[src/rtl/fix14_16_signed_div_pkg.sv]
// ----------------------------------------------------------------------------
// fix14_16_signed_div_pkg
// Shared constants and state encoding for the fix 14.16 arithmetic blocks.
// The divider uses these definitions, and so does the SB_MAC16 multiplier
// wrapper.
//   FIX_D_W / FIX_FRAC_W : word width and number of fraction bits
//   FIX_MAX / FIX_MIN    : saturation limits, +1.99994 and -2.0
//   FIX_ONE              : 1.0 in this format
//   div_state_t          : divider FSM encoding
// ----------------------------------------------------------------------------
package fix14_16_signed_div_pkg;

   localparam int          FIX_D_W    = 16;
   localparam int          FIX_FRAC_W = 14;
   localparam logic [15:0] FIX_MAX    = 16'h7FFF;
   localparam logic [15:0] FIX_MIN    = 16'h8000;
   localparam logic [15:0] FIX_ONE    = 16'h4000;

   typedef enum logic [1:0] {
      ST_IDLE = 2'd0,
      ST_CALC = 2'd1,
      ST_FIN  = 2'd2
   } div_state_t;

endpackage

[src/rtl/fix14_16_signed_div_if.sv]
// ----------------------------------------------------------------------------
// fix14_16_signed_div_if
// Request/result bundle of the fix 14.16 divider.
//   start, dividend, divisor                   : requester -> divider
//   busy, done, quotient, overflow, div_by_zero : divider -> requester
// modport master = requester side, modport slave = divider side.
// ----------------------------------------------------------------------------
interface fix14_16_signed_div_if #(parameter int D_W = 16);

   logic           start;
   logic [D_W-1:0] dividend;
   logic [D_W-1:0] divisor;
   logic           busy;
   logic           done;
   logic [D_W-1:0] quotient;
   logic           overflow;
   logic           div_by_zero;

   modport master (
      output start, dividend, divisor,
      input  busy, done, quotient, overflow, div_by_zero
   );

   modport slave (
      input  start, dividend, divisor,
      output busy, done, quotient, overflow, div_by_zero
   );

endinterface

[src/rtl/fix14_16_signed_div.sv]
// ----------------------------------------------------------------------------
// fix14_16_signed_div
// Iterative signed divider for the fix 14.16 format. It computes
// (dividend << FRAC_W) / divisor, truncates the result toward zero, and
// saturates it to D_W bits. It is a restoring divider that produces one
// quotient bit per clock, so a result takes N_W + 1 cycles from accept to done.
//   sys_clk, sys_rst : clock, synchronous active-high reset
//   bus (slave)      : start/dividend/divisor in,
//                      busy/done/quotient/overflow/div_by_zero out
// ----------------------------------------------------------------------------
module fix14_16_signed_div
   import fix14_16_signed_div_pkg::*;
#(
   parameter int D_W    = FIX_D_W,
   parameter int FRAC_W = FIX_FRAC_W
) (
   input  logic                  sys_clk,
   input  logic                  sys_rst,
   fix14_16_signed_div_if.slave  bus
);

   localparam int N_W   = D_W + FRAC_W;
   localparam int CNT_W = $clog2(N_W);

   localparam logic [D_W-1:0] Q_MIN       = {1'b1, {(D_W-1){1'b0}}};
   localparam logic [D_W-1:0] Q_MAX       = ~Q_MIN;
   localparam logic [N_W-1:0] MAG_NEG_LIM = N_W'(1) << (D_W-1);
   localparam logic [N_W-1:0] MAG_POS_LIM = MAG_NEG_LIM - N_W'(1);

   div_state_t       state, state_nxt;
   logic [CNT_W-1:0] cnt;
   logic [N_W-1:0]   num;
   logic [D_W+1:0]   rem;
   logic [N_W-1:0]   mag;
   logic [D_W:0]     dvs_mag;
   logic             neg;
   logic             zero;

   logic             busy_q, done_q, ovf_q, dz_q;
   logic [D_W-1:0]   quot_q;

   // Combinational helpers.
   logic [D_W:0]     dvd_ext, dvs_ext, dvd_abs, dvs_abs;
   logic [D_W+1:0]   rem_sh, rem_sub;
   logic             rem_ge;
   logic [D_W-1:0]   q_nxt;
   logic             ovf_nxt, dz_nxt;

   // ---------------------------------------------------------------- FSM
   always_ff @(posedge sys_clk) begin
      // NOTE: every clocked register is assigned with <=, so all flops update
      // together and the order of the statements has no effect.
      if (sys_rst) state <= ST_IDLE;
      else         state <= state_nxt;
   end

   always_comb begin
      // NOTE: the default comes first, so every path assigns state_nxt and
      // no latch is inferred.
      state_nxt = state;
      unique case (state)
         ST_IDLE: if (bus.start) state_nxt = ST_CALC;
         ST_CALC: if (cnt == '0) state_nxt = ST_FIN;
         ST_FIN:  state_nxt = ST_IDLE;
         default: state_nxt = ST_IDLE;
      endcase
   end

   // ------------------------------------------------- operand magnitudes
   // Sign-extend by one bit before negating, so |-2^(D_W-1)| does not wrap.
   always_comb begin
      dvd_ext = {bus.dividend[D_W-1], bus.dividend};
      dvs_ext = {bus.divisor[D_W-1], bus.divisor};
      dvd_abs = dvd_ext[D_W] ? -dvd_ext : dvd_ext;
      dvs_abs = dvs_ext[D_W] ? -dvs_ext : dvs_ext;
   end

   // ------------------------------------------------ restoring step
   always_comb begin
      rem_sh  = {rem[D_W:0], num[N_W-1]};
      rem_ge  = (rem_sh >= {1'b0, dvs_mag});
      rem_sub = rem_sh - {1'b0, dvs_mag};
   end

   // ------------------------------------- sign, saturation, zero check
   // The zero divisor is tested first. In that case neg is the dividend sign,
   // because the divisor sign bit is 0. mag == MAG_NEG_LIM with neg set is
   // exactly -2.0; negating it gives Q_MIN and no overflow.
   always_comb begin
      q_nxt   = neg ? -mag[D_W-1:0] : mag[D_W-1:0];
      ovf_nxt = 1'b0;
      dz_nxt  = 1'b0;
      if (zero) begin
         q_nxt  = neg ? Q_MIN : Q_MAX;
         dz_nxt = 1'b1;
      end else if (!neg && (mag > MAG_POS_LIM)) begin
         q_nxt   = Q_MAX;
         ovf_nxt = 1'b1;
      end else if (neg && (mag > MAG_NEG_LIM)) begin
         q_nxt   = Q_MIN;
         ovf_nxt = 1'b1;
      end
   end

   // ------------------------------------------------------ datapath
   always_ff @(posedge sys_clk) begin
      // NOTE: there is no memory array here, so reset clears every register,
      // including the datapath, and an aborted run leaves nothing behind.
      if (sys_rst) begin
         cnt     <= '0;
         num     <= '0;
         rem     <= '0;
         mag     <= '0;
         dvs_mag <= '0;
         neg     <= 1'b0;
         zero    <= 1'b0;
         busy_q  <= 1'b0;
         done_q  <= 1'b0;
         quot_q  <= '0;
         ovf_q   <= 1'b0;
         dz_q    <= 1'b0;
      end else begin
         done_q <= 1'b0;
         // The registered copy of "not idle" goes high one edge after accept
         // and goes low on the edge where done falls.
         busy_q <= (state != ST_IDLE);
         unique case (state)
            ST_IDLE: begin
               if (bus.start) begin
                  num     <= {dvd_abs[D_W-1:0], {FRAC_W{1'b0}}};
                  dvs_mag <= dvs_abs;
                  neg     <= bus.dividend[D_W-1] ^ bus.divisor[D_W-1];
                  zero    <= (bus.divisor == '0);
                  rem     <= '0;
                  mag     <= '0;
                  cnt     <= CNT_W'(N_W-1);
               end
            end
            ST_CALC: begin
               rem <= rem_ge ? rem_sub : rem_sh;
               mag <= {mag[N_W-2:0], rem_ge};
               num <= {num[N_W-2:0], 1'b0};
               cnt <= cnt - CNT_W'(1);
            end
            ST_FIN: begin
               quot_q <= q_nxt;
               ovf_q  <= ovf_nxt;
               dz_q   <= dz_nxt;
               done_q <= 1'b1;
            end
            default: ;
         endcase
      end
   end

   assign bus.busy        = busy_q;
   assign bus.done        = done_q;
   assign bus.quotient    = quot_q;
   assign bus.overflow    = ovf_q;
   assign bus.div_by_zero = dz_q;

endmodule
[src/flat_wrapper.sv]
// flat-port wrapper written by rule: the top's interface ports become plain ports
module fix14_16_signed_div_flat import fix14_16_signed_div_pkg::*;
#(
   parameter int D_W    = FIX_D_W,
   parameter int FRAC_W = FIX_FRAC_W
)
  (sys_clk, sys_rst, bus_start, bus_dividend, bus_divisor, bus_busy, bus_done, bus_quotient, bus_overflow, bus_div_by_zero);
  fix14_16_signed_div_if #(.D_W(D_W)) bus_i ();
  input  logic sys_clk;
  input  logic sys_rst;
  input wire logic [$bits(bus_i.start)-1:0] bus_start;
  input wire logic [$bits(bus_i.dividend)-1:0] bus_dividend;
  input wire logic [$bits(bus_i.divisor)-1:0] bus_divisor;
  output wire logic [$bits(bus_i.busy)-1:0] bus_busy;
  output wire logic [$bits(bus_i.done)-1:0] bus_done;
  output wire logic [$bits(bus_i.quotient)-1:0] bus_quotient;
  output wire logic [$bits(bus_i.overflow)-1:0] bus_overflow;
  output wire logic [$bits(bus_i.div_by_zero)-1:0] bus_div_by_zero;
  assign bus_i.start = bus_start;
  assign bus_i.dividend = bus_dividend;
  assign bus_i.divisor = bus_divisor;
  assign bus_busy = bus_i.busy;
  assign bus_done = bus_i.done;
  assign bus_quotient = bus_i.quotient;
  assign bus_overflow = bus_i.overflow;
  assign bus_div_by_zero = bus_i.div_by_zero;
  fix14_16_signed_div #(.D_W(D_W), .FRAC_W(FRAC_W)) u_core (.sys_clk(sys_clk), .sys_rst(sys_rst), .bus(bus_i));
endmodule
[config.mk]
export PLATFORM = sky130hd
export DESIGN_NAME = fix14_16_signed_div_flat
export DESIGN_NICKNAME = d
export VERILOG_FILES = /design/src/rtl/fix14_16_signed_div_pkg.sv /design/src/rtl/fix14_16_signed_div_if.sv /design/src/rtl/fix14_16_signed_div.sv /design/src/flat_wrapper.sv
export SDC_FILE = /design/constraint.sdc
export NUM_CORES = 1
export LEC_CHECK = 0
export CAP_MARGIN = 20
export CORE_MARGIN = 1
export CORE_UTILIZATION = 35
export CTS_CLUSTER_SIZE = 10
export DETAILED_ROUTE_END_ITERATION = 12
export PLACE_DENSITY = 0.63
export SKIP_CTS_REPAIR_TIMING = 1
export SLEW_MARGIN = 20
export SYNTH_ARGS = -nofsm -noshare
export SYNTH_HDL_FRONTEND = slang
export SYNTH_SLANG_ARGS = --single-unit
[constraint.sdc]
create_clock -name sys_clk -period 2.85 [get_ports sys_clk]
set_input_delay 0.285 -clock sys_clk [delete_from_list [all_inputs] [get_ports sys_clk]]
set_output_delay 0.285 -clock sys_clk [all_outputs]
set_load 0.01 [all_outputs]
* Word-level counts from Yosys, hierarchy flattened
Cells that the tools add are included. W data, S select, Z words.
Storage, ports and cells: bits in registers 123, output and inout port bits 20
Operators by class: add/sub/neg operators 5, $lt $le $gt $ge 3, equal/unequal tests 4, mux-type cells 24, bitwise logic cells 1, reduce and logical (&&, ||, !) cells 11
Operator list (count):
- $pmux W30 S2 | 2
- $mux W16 | 6
- $mux W30 | 2
- $mux W17 | 3
- $pmux W17 S2 | 1
- $neg A16 Y16 | 2
- $gt A30 B15 Y1 const B | 1
- $gt A30 B16 Y1 const B | 1
- $ge A18 B17 Y1 | 1
- $neg A17 Y17 | 1
- $sub A17 B17 Y17 | 1
- $logic_not A16 Y1 | 1
- $pmux W5 S2 | 1
- $reduce_and A2 Y1 | 3
- $logic_not A5 Y1 | 1
- $mux W1 | 5
- $mux W5 | 1
- $sub A5 B1 Y5 const B | 1
- $mux W2 | 2
- $pmux W2 S2 | 1
- $reduce_bool A2 Y1 | 2
- $eq A2 B1 Y1 const B | 1
- $eq A2 B2 Y1 const B | 1
- $logic_and A1 B1 Y1 | 2
- 5 further kinds | 5

* Depth between registers and ports, before layout
Gate-level depths: netlist of run 1.
depth after elaboration 5, depth in mapped cells 11

* Least setup slack after synthesis of run 1
Ideal clock, no wire load.
path kind register to register, from register u_core.num[29], to register u_core.rem[0], arrival time 2.368 ns, data required time 2.788 ns, slack 0.420 ns, stages on the path, launching flop included 12, path buffers 1, cells stage by stage dfxtp_1 -> inv_1 -> ha_1 -> fa_1 -> nand2b_1 -> a211oi_1 -> nor3_1 -> o21ai_1 -> a41oi_1 -> buf_2 -> or3_1 -> nand3_1
Between the ends: longest elaborated chain between the ends 3, elaborated cells between the ends (all ways) 4, classes of those cells add/sub (1); order compare (1); mux (2)
Ends and longest elaborated chain:
- from (decl) | RTL line fix14_16_signed_div.sv:32 | logic [N_W-1:0] num;
- from (signal assigned) | RTL line fix14_16_signed_div.sv:130 | num <= {dvd_abs[D_W-1:0], {FRAC_W{1'b0}}};
- from (signal assigned) | RTL line fix14_16_signed_div.sv:142 | num <= {num[N_W-2:0], 1'b0};
- $sub A17 B17 Y17 / $ge A18 B17 Y1 (equally long branches) | RTL line fix14_16_signed_div.sv:82, fix14_16_signed_div.sv:81
- $mux W17 * | RTL line fix14_16_signed_div.sv:140 | rem <= rem_ge ? rem_sub : rem_sh;
- $pmux W17 S2 * | RTL line fix14_16_signed_div.sv:127 | unique case (state)
- to (signal assigned) | RTL line fix14_16_signed_div.sv:140
- to (decl) | RTL line fix14_16_signed_div.sv:33 | logic [D_W+1:0] rem;
Mark *: on every way between the ends. The rest lies on a longest branch, timed or not. A chain may end at the register's enable or synchronous reset.

* Worst setup path in the final report of run 1
Ends and elaborated chain as after synthesis.

==> results.md, run 1 <==
- The flow ran to the end, and the final reports show no timing, DRC or antenna violations.
- After Yosys synthesis, full adders, half adders and majority gates account for 5.25% of the synthesized area.
- The maximum frequency from static timing analysis is 375 MHz.
- The multi-input combinational cells in the finished layout cover a total of 3200 um2.
- The startpoint of the most critical register-to-register path is u_core.num[29].
- The area growth from synthesis to final layout is 19.0%.
- Entering global routing, the biggest net connects 63 pins.
- After synthesis, flip-flops and latches occupy about two fifths of the total area.
- Across all layers, the routed design uses 4,881 vias.
- The number of antenna violations at the first check in global routing came to 0.
- The half-perimeter wire length after placement is a little over 9 mm.
- STA classifies the critical path startpoint as a register.
- The clock input transition at the sequential cells of the worst setup and hold paths is ~0.070 ns.
- The post-route worst hold slack is 0.380 ns.
- Across all register-to-register paths, the minimum setup slack is around 0.18 ns.
- The setup clock skew after layout is 0.00847 ns.
- During placement, the flow inserted port buffers numbering between 50 and 60.
- The weighted congestion reported at the end of routability-driven placement is 0.902.
- The number of global-route vias before repair is 4,680.
- The width of the die is 129 um.
- The synthesized-area fraction occupied by ao, oa, aoi and oai cells is approximately a quarter.
- The critical path data arrival time is 2.95 ns.
- The insertion delay of the later-clocked pin in the worst-skew pair is 0.35 ns.
- The top flip-flop cell by instance count after synthesis is dfxtp_1.
- The final hold violation count is 0.
- The worst setup path is captured at a register.
- The synthesized netlist devotes between 10% and 20% of its cell area to simple gates.
- The starting density of the core is between 30 and 40%.
- For this block, the initial DRC count from the detailed router was 279.
- Global routing used 16.4% of the available tracks.
- The library cell used most frequently in the layout, excluding fill and tap cells, is dfxtp_1.
- The worst path needs 2.67 ns of the cycle, external delays included.
- Ranked by total cell area, the synthesized netlist is headed by dfxtp_1 (39%), ha_1 (4.9%), xnor2_1 (4.8%).
- The share of post-route cells with drive strength above 1 is 5.69%.
- The final standard cell utilization of the core is 43.3%.
- The number of ports placed on the die boundary is 55.
- The path with the worst hold slack has its endpoint at u_core.rem[1].
- Leaving out fill and tap cells, the most frequent cells in the layout are dfxtp_1 (109), nand2_1 (70), nor2_1 (54).
- The maximum level of the CTS H-tree is 3.
- Counting instances, the worst hold path has a depth of 4.
- The height of the chip is 129 um.
- The worst min-delay path category is in2reg.
- After global routing the overflow that remains totals 0.
- The main combinational cell family by area after synthesis is compound AO/OA/AOI/OAI gates.
- The share of synthesized area in the top cell type comes to 38.8%.
- The required time of the worst setup path is 3.13 ns.
- The CTS buffer count is 9.
- The cell count after synthesis came out at 672.
- The count of warnings emitted by yosys is 0.
- The number of nets handed over by synthesis was 730.
- In the routed layout, each cell is associated on average with a via count of 5.24.
- The remaining antenna violation count after routing is 0.
- The longest clock path from root to sink contains 2 buffers.
- After Yosys synthesis, XOR and XNOR cells account for 8.41% of the synthesized area.
- IR analysis of the VDD net gives a maximum drop of 0.000530 V.
- The number of antenna diodes in the final layout is 0.
- The number of storage elements in the synthesis netlist is 109.
- For this run, the detailed router's first-pass iteration total came to 5.
- The total negative slack for setup checks is 0 ns.
- The clock sink count is 109.
- The part of the cycle the worst path needs is approximately 94%.
- The reported max-cap violation count is 0.
- Of all nets on the critical path, the largest fanout is 12.
- Power spread over the standard cell area amounts to approximately 800 nW/um2.
- The startpoint identified for the worst hold timing path is sys_rst.
- The floorplan step defined a die boundary enclosing 16,600 um2.
- Summed over all instances, the cell type with the most area after synthesis is dfxtp_1.
- The startpoint-to-endpoint class of the critical path is reg2reg.
- The cell area after synthesis is between 5000 and 6000 um2.
- The register area is 2180 um2.
- The routed wirelength normalized by instance count is 13.9 um.
- The number of fillers in the final layout is ~1.5k.
- The tree is rooted in a clkbuf_16.
- The number of distinct library cells after synthesis is between 50 and 60.
- The analysis attributes to cell leakage a power of around 2.6 nW.
- The multiplexer fraction of the synthesized cell area is between 1.5 and 2%.
- The total wire length after detailed routing is 12.9 mm.
- In this run the tightest slew margin relative to its limit is about 36%.
- The first global-routing pass estimated around 22 mm of wire.
- In the routed design, unresolved DRC markers number 0.
- Setup repair after global routing left no endpoint under its margin.
- For the pin with the worst max-slew slack, the measured transition is 0.954 ns.
- The endpoint identified for the worst register-to-register timing path is u_core.rem[0].
- Setup violations remaining at the end of the flow were counted as 0.
- The final count of pins violating max slew is 0.
- The core area is 15,400 um2.
- The number of flops mapped to enable cells by yosys is 0.
- The net count of the finished layout is 774.
- TritonCTS built the clock tree.
- The logic depth of the worst register-to-register path is 11.
- The proportion of synthesized flip-flops having asynchronous set or reset is 0%.
- After synthesis, the mean cell area works out to 8.36 um2.
- The row count is 45.
cell type report:
class / count / area share [%]
clock inverters: 3 / 0.412
multi-input cells: 496 / 47.8
inverters: 31 / 1.74
well taps: 211 / 3.95
clock buffers: 12 / 3.69
flip-flops and latches: 109 / 32.6
repair buffers: 69 / 9.75
synthesized netlist by cell type, types with 2 or more instances:
master,count
dfxtp_1,109
nand2_1,70
nor2_1,55
a21oi_1,52
o21ai_0,43
inv_1,31
xnor2_1,31
clkbuf_1,29
nor3_1,28
a22o_1,26
xor2_1,23
ha_1,22
a211oi_1,17
a22oi_1,13
or3_1,12
mux2i_1,11
nand2b_1,11
o31ai_1,11
nand3_1,8
a21o_1,7
a32oi_1,6
buf_1,5
o41ai_1,5
nand4_1,4
nor4_1,4
or4_1,4
nor2b_1,3
o22ai_1,3
a221oi_1,2
a311oi_1,2
a31oi_1,2
o21ai_1,2
or2_2,2
worst max-delay path, cell delays in order, from the launching register on:
cell and delay, ns:
dfxtp_1 0.36, inv_1 0.05, ha_1 0.19, fa_1 0.40, nand2b_1 0.20, a211oi_2 0.30
nor3_1 0.10, o21ai_1 0.18, a41oi_2 0.18, buf_6 0.20, or3_1 0.31, nand3_1 0.12
kinds of logic after synthesis:
| group | Yosys count |
|---|---|
| and+or+nand+nor | 208 |
| AOI/OAI and AO/OA | 200 |
| DFF | 109 |
| buffers and inverters | 67 |
| xor gates and xnor gates | 54 |
| adders and majority gates | 23 |
| muxes | 11 |
registers in the layout (all words and copies together) (netlist names):
signal / cells
u_core.bus.busy: 1
u_core.rem: 17
u_core.bus.overflow: 1
u_core.state: 2
u_core.neg: 1
u_core.num: 16
u_core.mag: 30
u_core.zero: 1
u_core.cnt: 5
u_core.bus.quotient: 16
u_core.dvs_mag: 17
u_core.bus.done: 1
u_core.bus.div_by_zero: 1
layer usage:
| layer | up-vias | routed length (um) | GRT usage [%] |
|---|---|---|---|
| li1 | 2486 | - | - |
| met1 | 2287 | 6190 | 20.8 |
| met2 | 94 | 6100 | 27.6 |
| met3 | 14 | 441 | 3.66 |
| met4 | 0 | 191 | 5.12 |
| met5 | - | 0 | 0 |
power by group:
part,internal [mW],switching (mW),total (mW)
Clock,0.623,0.563,1.19
Combinational,1.08,1.33,2.41
Sequential,1.68,0.123,1.80
Total,3.38,2.01,5.40
worst max-delay path by stage:
stage                   start            end  slack [ns]
2_1_floorplan  u_core.num[29]  u_core.rem[0]        0.42
3_3_place_gp   bus_divisor[8]    u_core.zero        0.24
3_5_place_dp   u_core.num[29]  u_core.rem[0]        0.15
4_1_cts        u_core.num[29]  u_core.rem[0]        0.09
5_1_grt        u_core.num[29]  u_core.rem[0]      0.0003
6_report       u_core.num[29]  u_core.rem[0]        0.18
through the flow:
step / std cells / power (mW) / cell area [um2] / setup WS (ns)
detailed placement: 915 / 4.17 / 6400 / 0.146
floorplan: 672 / 3.57 / 5620 / 0.420
CTS: 930 / 5.36 / 6670 / 0.0858
finish: 931 / 5.40 / 6690 / 0.183
global route: 931 / 5.75 / 6690 / 0.000327
global placement: 915 / 4.12 / 6400 / 0.241
No activity file was read; power rests on OpenSTA's default activity.
==> run 2, diff against run 1 <==
clock period = 2.6 ns   (was 2.85 ns; I/O delays follow)
==> run 2 against run 1 <==
Clock power grew 28%. Clock skew grew 0.0012 ns. Wire length shrank 0.24%. Largest power group unchanged. Global-route usage grew 0.093 points. Final cell count grew 1.8%. Highest routed layer unchanged. Hold slack gained 0.0023 ns. Clock-buffer cell count shrank 3. Critical path depth shrank 1. Sequential share of layout area shrank 1.2 points.
==> results.md, run 2 (synthesis results as in run 1) <==
- The routed wirelength normalized by instance count came to 13.6 um (was 13.9 um).
- The register area is 2180 um2 (unchanged).
- The core area is 15,400 um2 (unchanged).
- The clock sink count was 109 (unchanged).
- The number of buffers added on ports is 54 (unchanged).
- The share of post-route cells with drive strength above 1 is 8.68% (was 5.69%).
- The maximum frequency from static timing analysis is 413 MHz (was 375 MHz).
- The layout net count is 790 (was 774).
- The final count of pins violating max slew is 0 (unchanged).
- The sum of internal, switching and leakage power is 6.44 mW (was 5.40 mW).
- The global-route wire length before repair is 22.2 mm (was 22.0 mm).
- The critical path endpoint category is a register (unchanged).
- The total global routing track utilization is 16.5% (was 16.4%).
- The row count is 45 (unchanged).
- The area growth from synthesis to final layout is 23.4% (was 19.0%).
- The setup clock skew after layout is 0.00962 ns (was 0.00847 ns).
- The instance area after placement is 6530 um2 (was 6400 um2).
- The register ranked first by flip-flop count was u_core.mag (unchanged).
- The reported leakage power came to 2.77 nW (was 2.63 nW).
- The time the final worst path needs with I/O delays and setup came to 2.42 ns (was 2.67 ns).
- The power density over cell area is 929 nW/um2 (was 807 nW/um2).
- The area of all placed cells without fillers is 6930 um2 (was 6690 um2).
- The height of the chip is 129 um (unchanged).
- The maximum number of pins on one net before global-route repair is 41 (was 63).
- The worst-margin pin slew is 0.670 ns (was 0.954 ns).
- The required time of the worst setup path was 2.90 ns (was 3.13 ns).
- Top flop regs: u_core.mag x30, u_core.dvs_mag x17, u_core.rem x17 (unchanged).
- The reported max-cap violation count is 0 (unchanged).
- The clock input transition at the sequential cells of the worst setup and hold paths is 0.08 ns (was 0.07 ns).
- The number of ports placed on the die boundary came to 55 (unchanged).
- The number of endpoints failing setup at the final stage was 0 (unchanged).
- The via density per instance is 5.21 (was 5.24).
- Commonest non-fill, non-tap cells in the layout: dfxtp_1 (109), nand2_1 (70), nor2_1 (54) (unchanged).
- The buffer cell driving the clock tree root is clkbuf_16 (unchanged).
- The remaining antenna violation count after routing is 0 (unchanged).
- The number of DRC markers after the initial detailed-route iteration is 312 (was 279).
- The largest fanout of any net on the critical path is 5 (was 12).
- The most common cell after layout, fill and taps aside is dfxtp_1 (unchanged).
- The final hold violation count is 0 (unchanged).
- The total wire length after detailed routing is 12.9 mm (about the same).
- The number of buffers between clock root and the deepest sink is 2 (unchanged).
- The final standard cell utilization of the core came to 44.9% (was 43.3%).
- The via count of the routed design is 4,937 (was 4,881).
- The post-detailed-route DRC marker count is 0 (unchanged).
- The peak supply drop is 0.000486 V (was 0.000530 V).
- The area of the multi-input gates was 3220 um2 (was 3200 um2).
- The part of the cycle the worst path needs is 93.1% (was 93.6%).
- The critical path data arrival time was 2.72 ns (was 2.95 ns).
- The maximum level of the CTS H-tree was 3 (unchanged).
- The residual overflow from global routing came to 0 (unchanged).
- The flip-flop count of the largest register, all copies and words added was 30 (unchanged).
- The CTS buffer count was 9 (unchanged).
- The relative slew slack was 55.3% (was 36.1%).
- The starting density of the core is 36.4% (unchanged).
- The overall die area is 16,600 um2 (unchanged).
- The element type at the critical path start is a register (unchanged).
- The startpoint-to-endpoint class of the critical path is reg2reg (unchanged).
- The half-perimeter wire length after placement is 9.41 mm (was 9.34 mm).
- The worst min-delay path category is in2reg (unchanged).
- The insertion delay of the later-clocked pin in the worst-skew pair is 0.35 ns (about the same).
- The number of global-route vias before repair came to 4,759 (was 4,680).
- The number of antenna violations at the first check in global routing came to 0 (unchanged).
- The number of fillers in the final layout is 1,556 (was 1,535).
- The TritonCTS clock tree was done (unchanged).
- The first-pass detailed-route iteration total came to 5 (unchanged).
- The total inserted antenna cells is 0 (unchanged).
- The weighted congestion reported at the end of routability-driven placement was 0.888 (was 0.902).
- The width of the die is 129 um (unchanged).
- Run status: finished clean (unchanged).
[run 2: changes by cell type in the layout (fill, tap and decap cells not counted), moves of 2 or more]
cell | before | now
buf_12 | 0 | 3
bufinv_16 | 0 | 2
clkbuf_1 | 2 | 0
buf_4 | 14 | 25
[run 2: worst paths after layout]
kind / cells past startpoint / endpoint / start / slack [ns]
max: 10 / u_core.rem[12] / u_core.num[29] / 0.18
min: 2 / u_core.cnt[0] / sys_rst / 0.38
max reg2reg: 10 / u_core.rem[12] / u_core.num[29] / 0.18
min reg2reg: 2 / u_core.num[16] / u_core.num[16] / 0.46
[run 2: per-stage QoR]
step | worst slack (ns) | hold slack, ns | std cells | setup TNS [ns]
after detailed placement | 0.00812 | 0.450 | 930 | 0
after CTS | -0.00395 | 0.380 | 946 | -0.00449
after global placement | 0.0767 | 0.437 | 930 | 0
after global routing | -0.00592 | 0.425 | 948 | -0.00658
final | 0.179 | 0.383 | 948 | 0
after floorplan | 0.170 | 0.396 | 672 | 0
[run 2: worst max-delay path: stages (launching register included)]
cell      delay (ns)
dfxtp_1         0.33
inv_1           0.04
ha_1            0.20
fa_2            0.35
nand2b_4        0.17
a211oi_4        0.25
nor3_1          0.09
o21ai_1         0.14
a41oi_2         0.20
or4_1           0.54
nand2_1         0.06
[run 2: power by group]
group	internal [mW]	switching, mW
Clock	0.861	0.656
Sequential	1.84	0.131
Combinational	1.43	1.52
[run 2: area by class of cell]
type                            instances  area share, %
Clock buffer                            9           3.25
Inverter                               31           1.68
Tap cell                              211           3.81
Sequential cell                       109           31.5
Timing Repair Buffer                   85           11.7
Multi-Input combinational cell        496           46.5
Clock inverter                          7           1.57
[run 2: layer usage]
layer  global-route usage (%)  up-vias  wire length, um
li1                         -     2521                -
met1                     20.6     2337             6160
met2                     28.6       68             6230
met3                     2.66       11              354
met4                     5.74        0              136
met5                        0        -                0
==> run 3, diff against run 2 <==
RECOVER_POWER = 25   (was unset)
==> run 3 against run 2 <==
Hold slack improved by 0.075 ns. Combinational power barely moved. Power barely moved. Non-clock buffer count did not move. Wire length fell by 0.17%. Maximum frequency rose by 0.13%. Sequential cell count did not move. Register-to-register slack barely moved. Final cell count did not move. Clock skew rose by 0.0010 ns. Sequential share of layout area barely moved. Global-route usage did not move. Critical path type unchanged.
==> results.md, run 3 (synthesis results as in run 1) <==
- The overall die area was 16,600 um2 (unchanged).
- The final hold violation count came to 0 (unchanged).
- The row count is 45 (unchanged).
- The startpoint-to-endpoint class of the critical path is reg2reg (unchanged).
- The number of antenna violations at the first check in global routing is 0 (unchanged).
- The sum of internal, switching and leakage power is 6.44 mW (about the same).
- The total global routing track utilization is 16.5% (unchanged).
- The residual overflow from global routing is 0 (unchanged).
- The TritonCTS clock tree was done (unchanged).
- The number of ports placed on the die boundary was 55 (unchanged).
- The hold-critical path depth came to 2 (unchanged).
- The family with the most delay on the worst path is simple AND/OR/NAND/NOR gates (unchanged).
- The width of the die is 129 um (unchanged).
- The element type at the critical path start is a register (unchanged).
- The first-pass detailed-route iteration total came to 5 (unchanged).
- The part of the cycle the worst path needs is 93.0% (was 93.1%).
- The worst min-delay path category is reg2reg (was in2reg).
- The buffer cell driving the clock tree root is clkbuf_16 (unchanged).
- The worst-margin pin slew is 1.30 ns (was 0.670 ns).
- The total wire length after detailed routing is 12.9 mm (about the same).
- The count of non-filler cells in the finished layout is 948 (unchanged).
- The logic depth of the worst register-to-register path is 10 (unchanged).
- The maximum frequency from static timing analysis is 414 MHz (was 413 MHz).
- The number of buffers added on ports is 54 (unchanged).
- The critical path data arrival time is 2.72 ns (about the same).
- The reported leakage power came to 2.83 nW (was 2.77 nW).
- The power density over cell area is 929 nW/um2 (about the same).
- The register ranked first by flip-flop count is u_core.mag (unchanged).
- The number of endpoints failing setup at the final stage is 0 (unchanged).
- The insertion delay of the later-clocked pin in the worst-skew pair came to 0.35 ns (about the same).
- The number of buffer and inverter instances along the worst setup path is 1 (unchanged).
- The CTS buffer count is 9 (unchanged).
- The critical path endpoint category is a register (unchanged).
- The clock sink count is 109 (unchanged).
- The area growth from synthesis to final layout is 23.3% (was 23.4%).
- The core area is 15,400 um2 (unchanged).
- The time the final worst path needs with I/O delays and setup is 2.42 ns (about the same).
- The number of buffers between clock root and the deepest sink is 2 (unchanged).
- The starting density of the core is 36.4% (unchanged).
- The startpoint of the most critical register-to-register path was u_core.num[29] (unchanged).
- The via count of the routed design is 4,945 (was 4,937).
- Top flop regs: u_core.mag x30, u_core.dvs_mag x17, u_core.rem x17 (unchanged).
- The required time of the worst setup path came to 2.90 ns (about the same).
- The cell depth of the worst setup path is 10 (unchanged).
- The maximum level of the CTS H-tree came to 3 (unchanged).
- The final count of pins violating max slew is 0 (unchanged).
- The library cell contributing the largest single delay on the critical path is or4_1 (unchanged).
- The setup clock skew after layout is 0.0106 ns (was 0.00962 ns).
- The total inserted antenna cells is 0 (unchanged).
- The number of global-route vias before repair is 4,759 (unchanged).
- The half-perimeter wire length after placement is 9.41 mm (unchanged).
- The maximum cell stage delay along the critical path is 0.54 ns (about the same).
- The post-detailed-route DRC marker count was 0 (unchanged).
- The number of fillers in the final layout was 1,555 (was 1,556).
- The relative slew slack is 13.4% (was 55.3%).
- The number of DRC markers after the initial detailed-route iteration came to 291 (was 312).
- The height of the chip is 129 um (unchanged).
- The layout net count is 790 (unchanged).
- The launch point of the worst hold path was u_core.bus.quotient[15] (was sys_rst).
- The reported max-cap violation count was 0 (unchanged).
- Critical path, cell by cell: inv_1 -> ha_1 -> fa_2 -> nand2b_4 -> a211oi_4 -> nor3_1 -> o21ai_1 -> a41oi_2 -> or4_1 -> nand2_1 (unchanged).
- The flip-flop count of the largest register, all copies and words added is 30 (unchanged).
- The clock input transition at the sequential cells of the worst setup and hold paths was 0.08 ns (about the same).
- The instance area after placement came to 6530 um2 (unchanged).
- The start point of the critical path was u_core.num[29] (unchanged).
- Run status: finished clean (unchanged).
- The total negative slack for setup checks is 0 ns (unchanged).
- The share of post-route cells with drive strength above 1 was 8.55% (was 8.68%).
- The largest fanout of any net on the critical path is 5 (unchanged).
- The remaining antenna violation count after routing is 0 (unchanged).
- The maximum number of pins on one net before global-route repair is 41 (unchanged).
- Commonest non-fill, non-tap cells in the layout: dfxtp_1 (109), nand2_1 (70), nor2_1 (54) (unchanged).
- The area of all placed cells without fillers is 6930 um2 (about the same).
- The via density per instance is 5.22 (was 5.21).
- The peak supply drop is 0.000486 V (about the same).
- The final standard cell utilization of the core is 44.9% (about the same).
- The most common cell after layout, fill and taps aside is dfxtp_1 (unchanged).
- The number of placed instances with taps included came to 930 (unchanged).
- The weighted congestion reported at the end of routability-driven placement came to 0.888 (unchanged).
- The global-route wire length before repair is 22.2 mm (unchanged).
- The routed wirelength normalized by instance count is 13.6 um (about the same).
-- run 3: cell types whose count changed in the layout (fill, tap and decap cells not counted), sizes merged --
cell / previous run / this run
clkdlybuf4s50: 53 / 32
dlygate4sd3: 0 / 21
buf: 31 / 29
clkbuf: 10 / 12
-- run 3: final cells by class --
| cell class | instances | area (um2) | share of cell area [%] |
|---|---|---|---|
| Multi-Input combinational cell | 496 | 3220 | 46.5 |
| Sequential cell | 109 | 2180 | 31.5 |
| Timing Repair Buffer | 85 | 810 | 11.7 |
| Tap cell | 211 | 264 | 3.81 |
| Clock buffer | 9 | 225 | 3.25 |
| Inverter | 31 | 116 | 1.68 |
| Clock inverter | 7 | 109 | 1.57 |
-- run 3: stage by stage --
stage	setup WS, ns	hold slack [ns]
after global routing	-0.00598	0.484
after global placement	0.0767	0.437
final	0.182	0.457
after CTS	-0.00395	0.380
after floorplan	0.170	0.396
after detailed placement	0.00812	0.450
-- run 3: layer usage --
layer / GRT usage, % / up-vias / part of all wire (%)
met2: 28.6 / 69 / 48
met4: 5.74 / 0 / 1.0
met5: 0 / - / 0
met3: 2.66 / 11 / 2.7
li1: - / 2521 / -
met1: 20.6 / 2344 / 48
-- run 3: path summary, 6_finish.rpt --
| kind | to | slack (ns) |
|---|---|---|
| min | u_core.bus.quotient[15] | 0.46 |
| min reg2reg | u_core.bus.quotient[15] | 0.46 |
| max | u_core.rem[12] | 0.18 |
| max reg2reg | u_core.rem[12] | 0.18 |
-- run 3: power by group --
part / switching [mW] / total [mW] / internal [mW] / leakage (nW)
clock network: 0.661 / 1.52 / 0.862 / 0.161
logic: 1.52 / 2.95 / 1.42 / 1.78
registers: 0.130 / 1.97 / 1.84 / 0.887
-- run 3: worst min-delay path, delay by kind of cell, from the launching register on --
kind | cells | cell delay, ns
flip-flops | 1 | 0.31
AO/OA/AOI/OAI | 1 | 0.05
AND/OR/NAND/NOR | 1 | 0.05
==> edit, RTL diff (settings of run 3) <==
Change the package constant `FIX_D_W` from 16 to 32.
--- a/src/rtl/fix14_16_signed_div_pkg.sv
+++ b/src/rtl/fix14_16_signed_div_pkg.sv
@@ -10,7 +10,7 @@
 // ----------------------------------------------------------------------------
 package fix14_16_signed_div_pkg;
 
-   localparam int          FIX_D_W    = 16;
+   localparam int          FIX_D_W    = 32;
    localparam int          FIX_FRAC_W = 14;
    localparam logic [15:0] FIX_MAX    = 16'h7FFF;
    localparam logic [15:0] FIX_MIN    = 16'h8000;
Ports: changed (resized bus_dividend, bus_divisor and bus_quotient); port bits go from 55 to 103. No check against the original RTL was run, so the function may have changed too.
==> edit against run 3 <==
- the run now ends with setup timing left
- sequential cell count rose by 81
- design area increased by 110%
- worst setup slack lost 510 ps
- power rose by 69%
- cell count up 110%
- hold slack worse by 200 ps
- synthesized area up 90%
- routed wire length rose by 130%
- clock skew rose by 7.6 ps
- critical endpoint is now u_core.rem[27]
- synthesized cell count increased by 98%
==> edit: results (changes against run 3) <==
Global Route met1 Usage - 0.257 (+0.0509)
Critical path destination - u_core.rem[27]
wire length on met1 - 14200 µm (+130%)
via count - 10400 (+110%)
Peak VDD IR - 0.411 mV (-15%)
syn nets - 1435 (+97%)
Clock Latency Late Sink - 450 ps (+100 ps)
antenna violations before repair - 1 (+1)
mux cell area share after synthesis - 0.0189 (-0.000643)
crit path max fanout - 6 (+1)
pre-CTS WS - -631 ps (-639 ps)
synth cell count leaders - 190 x dfxtp_1, 132 x nand2_1, 122 x nor2_1, 104 x a21oi_1, 84 x o21ai_0
GR Util met3 - 0.0262 (-0.000408)
switching power - 4000 µW (+73%)
sequential cell area - 3810 µm² (+75%)
largest net degree at the start of global routing - 81 (+98%)
routing usage on met2 - 0.309 (+0.0223)
buffering overhead - 0.186 (+0.0694)
Hold EP - u_core.num[14]
worst setup margin - -324 ps (-506 ps)
PD cells - 744 nW/µm² (-20%)
initial DRC count - 520 (+79%)
Nets - 1684 (+110%)
r2r worst-path depth - 14 (+4)
Final setup violation count - 67 (+67)
clock network area share - 0.0433 (-0.00486)
biggest regs - u_core.mag x46, u_core.dvs_mag x33, u_core.rem x33
Buffers on Ports - 102 (+89%)
leakage - 0.00607 µW (+110%)
gr usage total - 0.189 (+0.0245)
violated checks - setup timing
Worst Hold Class - in2reg
Synth Area in Adders - 0.0463 (-0.00622)
r2r startpoint - u_core.num[45]
vias in the first global route - 9980 (+110%)
core area - 29900 µm² (+94%)
Plain + repair buffers - 314 (+270%)
Rel. slew slack - 0.165 (+0.0315)
status - finished, violations left
routed wl met3 - 1000 µm (+180%)
## edit: cell types whose count changed after synthesis, moves of 24 or more
cell	before	now
a21oi_1	52	104
clkbuf_1	29	76
dfxtp_1	109	190
nand2_1	70	132
nor2_1	55	122
o21ai_0	43	84
xnor2_1	31	62
xor2_1	23	47
## edit: power by group through the flow
stage | Combinational, µW | Sequential [µW] | Clock, µW
6_report | 4920 | 3280 | 2700
5_1_grt | 5380 | 3310 | 2890
4_1_cts | 4340 | 3280 | 2770
3_5_place_dp | 4320 | 3340 | 0
3_3_place_gp | 4280 | 3340 | 0
2_1_floorplan | 2730 | 3310 | 0
## edit: through the flow
step / setup TNS, ps / cells / hold WS, ps / power (µW) / instance area [µm²]
CTS: -19780 / 1971 / 239 / 10400 / 14100
finish: -11770 / 1981 / 255 / 10900 / 14700
floorplan: -4500 / 1329 / 396 / 6040 / 10800
global route: -19980 / 1981 / 256 / 11600 / 14700
detailed placement: -28050 / 1939 / 448 / 7660 / 13500
global placement: -22900 / 1939 / 444 / 7620 / 13500
